===== src/rtl/inst_fetch_queue.sv =====
// Instruction fetch queue: pipelined bus reads into a DEPTH-entry FIFO of {inst, PC}, handed to decode via valid/ready.
// Optional JAL pre-decode and predicted redirect is enabled by defining IF_JAL_PREDICT_EN.
module inst_fetch_queue #(
  parameter int               XLEN     = 64,
  parameter int               ILEN     = 32,
  parameter int               DEPTH    = 4,
  parameter logic [XLEN-1:0]  RESET_PC = '0
) (
  input  logic             CLK,
  input  logic             reset,
  output logic [XLEN-1:0]  HADDR,
  output logic             HTRANS,
  input  logic             HREADY,
  input  logic [XLEN-1:0]  HRDATA,
  input  logic             take_branch,
  input  logic [XLEN-1:0]  branch_PC,
  input  logic [XLEN-1:0]  take_branch_offset,
  output logic             inst_valid,
  input  logic             inst_ready,
  output logic [ILEN-1:0]  inst,
  output logic [XLEN-1:0]  inst_PC,
  output logic             inst_pred_taken
);

  localparam int              AW         = $clog2(DEPTH);
  localparam int              LANES      = XLEN / ILEN;
  localparam int              LW         = (LANES > 1) ? $clog2(LANES) : 1;
  localparam int              LB         = $clog2(ILEN / 8);
  localparam logic [XLEN-1:0] STEP       = XLEN'(ILEN / 8);
  localparam logic [XLEN-1:0] ALIGN_MASK = ~(STEP - XLEN'(1));
  localparam logic [ILEN-1:0] NOP        = ILEN'(32'h0000_0013);

  logic                       run;
  logic [XLEN-1:0]            fetch_pc;
  logic                       epoch;
  logic                       dp_valid;
  logic                       dp_epoch;
  logic [XLEN-1:0]            dp_addr;
  logic [AW:0]                wr_ptr;
  logic [AW:0]                rd_ptr;
  logic [AW:0]                rd_next;
  logic [AW:0]                count;
  logic [ILEN-1:0]            mem_inst [DEPTH];
  logic [XLEN-1:0]            mem_pc   [DEPTH];
  logic                       mem_pred [DEPTH];
  logic [ILEN-1:0]            last_inst;
  logic [XLEN-1:0]            last_pc;
  logic                       last_pred;
  logic [LANES-1:0][ILEN-1:0] words;
  logic [LW-1:0]              lane;
  logic [ILEN-1:0]            beat_inst;
  logic                       accept;
  logic                       beat_done;
  logic                       push;
  logic                       pop;
  logic                       jal_hit;
  logic [XLEN-1:0]            jal_target;
  logic [XLEN-1:0]            branch_target;

  assign count      = wr_ptr - rd_ptr;
  assign inst_valid = (wr_ptr != rd_ptr);
  assign pop        = inst_valid && inst_ready;
  assign rd_next    = rd_ptr + {{AW{1'b0}}, pop};

  // Credit rule: a beat is only requested if a FIFO slot is reserved for it, so push never overflows.
  assign HTRANS    = run && !take_branch && ((int'(count) + int'(dp_valid)) < DEPTH);
  assign HADDR     = fetch_pc;
  assign accept    = HTRANS && HREADY;
  assign beat_done = dp_valid && HREADY;
  assign push      = beat_done && (dp_epoch == epoch) && !take_branch;

  assign words         = HRDATA;
  assign lane          = (LANES > 1) ? dp_addr[LB +: LW] : '0;
  assign beat_inst     = words[lane];
  assign branch_target = (branch_PC + take_branch_offset) & ALIGN_MASK;

`ifdef IF_JAL_PREDICT_EN
  logic [XLEN-1:0] jal_imm;
  assign jal_imm = {{(XLEN-21){beat_inst[31]}}, beat_inst[31], beat_inst[19:12],
                    beat_inst[20], beat_inst[30:21], 1'b0};
`endif

  // NOTE: every signal driven in always_comb gets a default first, so no path can infer a latch.
  always_comb begin
    jal_hit    = 1'b0;
    jal_target = '0;
`ifdef IF_JAL_PREDICT_EN
    if (push && beat_inst[6:0] == 7'b1101111) begin
      jal_hit    = 1'b1;
      jal_target = (dp_addr + jal_imm) & ALIGN_MASK;
    end
`endif
  end

  // NOTE: sequential state uses non-blocking assignments so all flops update from pre-edge values.
  always_ff @(posedge CLK or negedge reset) begin
    if (!reset) begin
      run       <= 1'b0;
      fetch_pc  <= RESET_PC;
      epoch     <= 1'b0;
      dp_valid  <= 1'b0;
      dp_epoch  <= 1'b0;
      dp_addr   <= '0;
      wr_ptr    <= '0;
      rd_ptr    <= '0;
      last_inst <= NOP;
      last_pc   <= '0;
      last_pred <= 1'b0;
    end else begin
      run      <= 1'b1;
      dp_valid <= accept || (dp_valid && !HREADY);
      if (accept) begin
        dp_addr  <= fetch_pc;
        dp_epoch <= epoch;
      end
      // Redirect beats JAL prediction beats sequential fetch; an epoch toggle kills beats in flight.
      if (take_branch) begin
        fetch_pc <= branch_target;
        epoch    <= ~epoch;
      end else if (jal_hit) begin
        fetch_pc <= jal_target;
        epoch    <= ~epoch;
      end else if (accept) begin
        fetch_pc <= fetch_pc + STEP;
      end
      rd_ptr <= rd_next;
      if (take_branch)
        wr_ptr <= rd_next;
      else if (push)
        wr_ptr <= wr_ptr + {{AW{1'b0}}, 1'b1};
      if (inst_valid) begin
        last_inst <= inst;
        last_pc   <= inst_PC;
        last_pred <= inst_pred_taken;
      end
    end
  end

  // NOTE: the storage array carries no reset; pointers alone define which entries are meaningful.
  always_ff @(posedge CLK) begin
    if (push) begin
      mem_inst[wr_ptr[AW-1:0]] <= beat_inst;
      mem_pc[wr_ptr[AW-1:0]]   <= dp_addr;
      mem_pred[wr_ptr[AW-1:0]] <= jal_hit;
    end
  end

  // While empty the outputs hold whatever was last presented at the head.
  assign inst            = inst_valid ? mem_inst[rd_ptr[AW-1:0]] : last_inst;
  assign inst_PC         = inst_valid ? mem_pc[rd_ptr[AW-1:0]]   : last_pc;
  assign inst_pred_taken = inst_valid ? mem_pred[rd_ptr[AW-1:0]] : last_pred;

endmodule

===== config.mk =====
export PLATFORM = sky130hd
export DESIGN_NAME = inst_fetch_queue
export DESIGN_NICKNAME = d
export VERILOG_FILES = /design/src/rtl/inst_fetch_queue.sv
export SDC_FILE = /design/constraint.sdc
export NUM_CORES = 1
export LEC_CHECK = 0
export ABC_AREA = 0
export ABC_CLOCK_PERIOD_IN_PS = 8300
export BUFFER_PORTS_ARGS = -buffer_cell sky130_fd_sc_hd__buf_2
export CAP_MARGIN = 20
export CORE_ASPECT_RATIO = 0.6
export CORE_MARGIN = 2
export CORE_UTILIZATION = 43
export DETAILED_ROUTE_END_ITERATION = 10
export MAX_ROUTING_LAYER = met4
export PLACE_DENSITY = 0.63
export SYNTH_ARGS = -nofsm -noshare
export SYNTH_HDL_FRONTEND = slang
export SYNTH_SLANG_ARGS = --single-unit

===== constraint.sdc =====
create_clock -name CLK -period 8.3 [get_ports CLK]
set_input_delay 1.66 -clock CLK [delete_from_list [all_inputs] [get_ports CLK]]
set_output_delay 1.66 -clock CLK [all_outputs]
set_load 0.05 [all_outputs]

After elaboration in Yosys (flattened, before gate mapping)
Memory sizes are Yosys's and may differ from the RTL's.
Cells that the tools add are included.
Storage, ports and cells
  bits in registers: 235
  bits in latches: 0
  RAM bits: 384
  memory bits (read-only): 0
  input bits: 197
  output and inout bits: 163
  memories kept: 2
Memory list
  mem_pc: depth 4, width 64, read ports 1, clocked after Yosys merged registers in 0, write ports 1, line 44  | logic [XLEN-1:0] mem_pc [DEPTH];
  mem_inst: depth 4, width 32, read ports 1, clocked after Yosys merged registers in 0, write ports 1, line 43  | logic [ILEN-1:0] mem_inst [DEPTH];
Cells by class
  add/sub/neg operators: 6
  multipliers: 0
  divide/modulo/power cells: 0
  order comparisons: 2
  eq/ne operators: 2
  shift-type cells: 0
  mux-type cells: 11
  bitwise logic cells: 1
  reduce and logical (&&, ||, !) cells: 13
Operator list (number)
  $mux 64: 3
  $mux 32: 3
  $add 64x3->64 const B: 1
  $add 64x64->64: 1
  $logic_and 1x1->1: 8
  $mux 3: 2
  $add 3x1->4: 1
  $lt 4x3->1 const B: 1
  $reduce_bool 2->1: 2
  $add 3x1->3: 1
  $add 3x1->3 const B: 1
  $mux 1: 3
  $ne 3x3->1: 1
  $sub 3x3->3: 1
  $logic_not 1->1: 2
  $lt 1x2->1 const B: 1
  $eq 1x1->1: 1
  $logic_or 1x1->1: 1
  $not 1->1: 1

Longest topological paths before layout
  depth after elaboration: 7
  mapped depth: 15

Least setup slack after synthesis
OpenSTA, ideal clock, no wires.
  path type: input to register
  start: input port HREADY
  end: memory mem_inst[0][0], enable pin
  library setup time: 0.464 ns
  arrival: 4.373 ns
  data required time: 7.836 ns
  setup slack: 3.463 ns
  stages on the path: 4
  path through: and3_1 -> clkbuf_1 -> nor2b_1 -> and2_1
On the way
  cells in the longest elaborated chain, start to end: 5
RTL lines
  start: declaration: line 13  | input logic HREADY,
  $logic_and 1x1->1: line 69  | assign beat_done = dp_valid && HREADY;
  $logic_and 1x1->1 (2 in series): line 70  | assign push = beat_done && (dp_epoch == epoch) && !take_branch;
  $mux 1 (2 in series)
  end: declaration: line 43
Every way passes these cells.

Worst setup path in the final report
  start: register rd_ptr[1]
  end: output port inst_PC[42]
On the way
  cells in the longest elaborated chain, start to end: 2
  elaborated cells between the ends (all ways): 3
  those cells by class: 1 x eq/ne; 1 x mux; 1 x memory
RTL lines
  start: declaration: line 40  | logic [AW:0] rd_ptr;
  start signal: assignment: line 126  | rd_ptr <= rd_next;
  $mem_v2 4x64 / $ne 3x3->1 (equally long branches)
  $mux 64 (*): line 150  | assign inst_PC = inst_valid ? mem_pc[rd_ptr[AW-1:0]] : last_pc;
  end: declaration: line 21  | output logic [XLEN-1:0] inst_PC,
Mark *: on every way between the ends. The rest lies on a longest branch, timed or not.

==> flow_metrics.py <==
metrics = {
    "worst_setup_path": {
        "path_class": "flip-flop to output port",
        "required_ns": 6.64,
        "start_kind": "flip-flop",
        "worstReg2RegStart": "rd_ptr[1]",
        "r2r_cells": 11,
        "crit_path_max_fanout": 67,
        "ff2ff_setup_slack_ns": 3.84,
        "startpoint": "rd_ptr[1]",
        "r2r-end": "HADDR[57]",
        "end_kind": "output port",
        "crit_end": "inst_PC[42]",
        "worstPathArrival_ns": 3.62,
    },
    "drt": {
        "post-route-drc-count": 0,
        "wl_mm": 69.8,
        "via_per_inst": 5.41,
        "dr_total_vias": 18223,
        "first_iter_violations": 1430,
        "dr.pass1.iters": 5,
        "wl_per_cell_um": 20.7,
        "antenna_left": 0,
    },
    "place": {
        "port_buffers": 357,
        "dpl_cell_area_sq_um": 31200,
        "place_hpwl_mm": 48.1,
        "gp_congestion": 0.886,
    },
    "min_path": {
        "min_from": "last_pc[1]",
        "hp-class": "flip-flop to flip-flop",
    },
    "global_routing": {
        "overflow": 0,
        "grt_pass1_wl_mm": 106,
        "grt_max_degree": 127,
        "grt_pass1_vias": 17995,
        "groute.usage.overall_pct": 20.8,
        "antenna_found_initial": 1,
    },
    "pwr": {
        "power.density_nw_per_um2": 381,
        "leakage_uw": 0.0129,
        "totalPowerFinal_uw": 12600,
        "irDropWorstVdd_mv": 0.284,
    },
    "finish": {
        "area_growth_pct": 15.4,
        "nNetsFinal": 2689,
        "design_area_sq_um": 33000,
        "drive_above_1_share_pct": 32.3,
        "utilization_pct": 50.0,
    },
    "timing": {
        "tightest_slew_ns": 1.05,
        "fin_crit_ns": 5.28,
        "relSlewSlack_pct": 29.9,
        "whs_ns": 0.484,
        "timing.fmax_mhz": 189,
        "finalCritPeriodShare_pct": 63.6,
        "setup_viol": 0,
        "drv_slew": 0,
        "hold_viol": 0,
        "setup_tns_ns": 0,
        "worst_clock_skew_ns": 0.0264,
        "rsz0062_at_grt": "false",
    },
    "clock_network": {
        "worstSkewPairLatency_ns": 0.61,
        "numCtsBuffers": 57,
        "cts_resized": 0,
        "h-tree-depth": 2,
        "postCtsHoldBufs": 0,
        "cts_tree": "yes",
        "clk_pin_slew_worst_paths_ns": 0.06,
        "cts_setup_buffers": 0,
        "cts_root_buf": "clkbuf_16",
        "cts.sinks": 607,
        "cts_buffer_depth": 3,
    },
    "logic_synthesis": {
        "synth_flop_cell": "edfxtp_1",
        "async_reset_ff_share_pct": 38.1,
        "synth-seq-area-share_pct": 59.7,
        "syn_area_sq_um": 28600,
        "ys_seq_elements": 607,
        "yosysUniqueCellTypes": 76,
        "synthCells": 2098,
        "yosys_warnings": 0,
        "synth.avg_cell_area_sq_um": 13.6,
        "synth_edf_count": 376,
    },
    "floorplanning": {
        "core_sq_um": 66000,
        "rows": 73,
        "start_util_pct": 43.3,
        "die_y_um": 204,
        "dieArea_sq_um": 68600,
        "boundaryPins": 360,
        "fp.dieW_um": 337,
    },
    "status": {
        "status": "complete, no violations",
    },
    "flow_run": {
        "drv_cap": 0,
    },
}
## through the flow
stage / worst slack, ns / std cells
4_1_cts: 2.94 / 3368
5_1_grt: 2.80 / 3369
3_3_place_gp: 3.54 / 3261
3_5_place_dp: 3.38 / 3261
6_report: 3.02 / 3371
2_1_floorplan: 3.46 / 2099
## final cells by class
class,count,area [sq um]
tap,900,1130
clock buffer,80,1550
clock inverter,27,198
inverter,22,82.6
timing repair buffer,373,1930
antenna,3,7.51
multi-input combinational,1359,11000
sequential,607,17100
fill,5750,33000
## flip-flops by register name (all words and copies together), names as in the netlist
name       flops
mem_pc       248
mem_inst     128
last_pc       64
HADDR         62
dp_addr       62
last_inst     32
rd_ptr         3
wr_ptr         3
dp_epoch       1
dp_valid       1
epoch          1
last_pred      1
run            1
## worst min-delay path by stage
stage | depth (start not counted) | endpoint | slack [ns]
floorplan | 1 | last_pc[0] | 0.44
global placement | 1 | last_pc[1] | 0.46
detailed placement | 1 | last_pc[0] | 0.46
CTS | 1 | last_pc[0] | 0.49
global route | 1 | last_pc[0] | 0.50
finish | 1 | last_pc[1] | 0.48
## per-layer routing
layer	global-route usage (%)	wire, um	vias to the layer above	share of wire, %
met5	-	0	-	0
met4	4.69	1220	0	1.7
met3	3.38	4200	84	6.0
met2	29.4	30000	595	43
met1	31.5	34400	9000	49
li1	-	-	8544	-
## cell usage after synthesis (all sizes together) (47+ instances only)
library cell | number | area share [%]
edfxtp | 376 | 39
nand2 | 269 | 3.6
dfrtp | 228 | 20
mux2 | 221 | 8.7
a21oi | 102 | 1.8
mux4 | 94 | 7.4
nor2 | 94 | 1.3
clkbuf | 91 | 1.2
ha | 71 | 3.1
o21ai | 58 | 1.0
xor2 | 50 | 1.5
xnor2 | 48 | 1.5
nand3 | 47 | 0.82
## critical path, cell delays in order (launching register included)
cell and delay, ns:
dfrtp_4 0.88, inv_1 0.19, ha_1 0.32, and3_4 0.27, buf_4 0.63, mux2_2 0.43, buf_2 0.22
## kinds of logic (layout without fill, tap and decap cells)
kind of cell    after synthesis  in the layout  share of synthesized area, %
xor+xnor                     99             99                          3.08
mux                         321            321                          16.3
fa+ha+maj                    72             72                          3.18
simple gates                561            561                          9.16
buf+inv                     133            502                          1.81
flops                       607            607                          59.7
compound gates              303            303                          6.69
other cells                   2              6                        0.0263
## report_power, final
part | switching, uW | internal (uW) | leakage, uW
clock network | 1100 | 1370 | 0.000850
logic | 3540 | 2000 | 0.00590
registers | 613 | 3950 | 0.00614
total | 5260 | 7320 | 0.0129
## cells in the final DEF (no fill, tap or decap), types with 9 or more instances in the layout
cell       instances
nand4_1           29
nand2_1          268
buf_4             16
ha_1              71
a21o_1            45
and2_1            15
dfrtp_1          225
a211oi_1          11
a31oi_1           12
xor2_1            50
o22ai_1           10
edfxtp_1         376
inv_1             22
buf_2            355
and3_1            21
a221oi_1          12
o21ai_0           57
clkbuf_16         57
a21oi_1          102
clkinv_2           9
o21bai_1          13
nor2_1            93
xnor2_1           48
nor3_1            22
mux2_2           221
and4_1            12
mux4_2            94
nand3_1           47
clkbuf_1          19
Power figures use the tool's default switching activity.
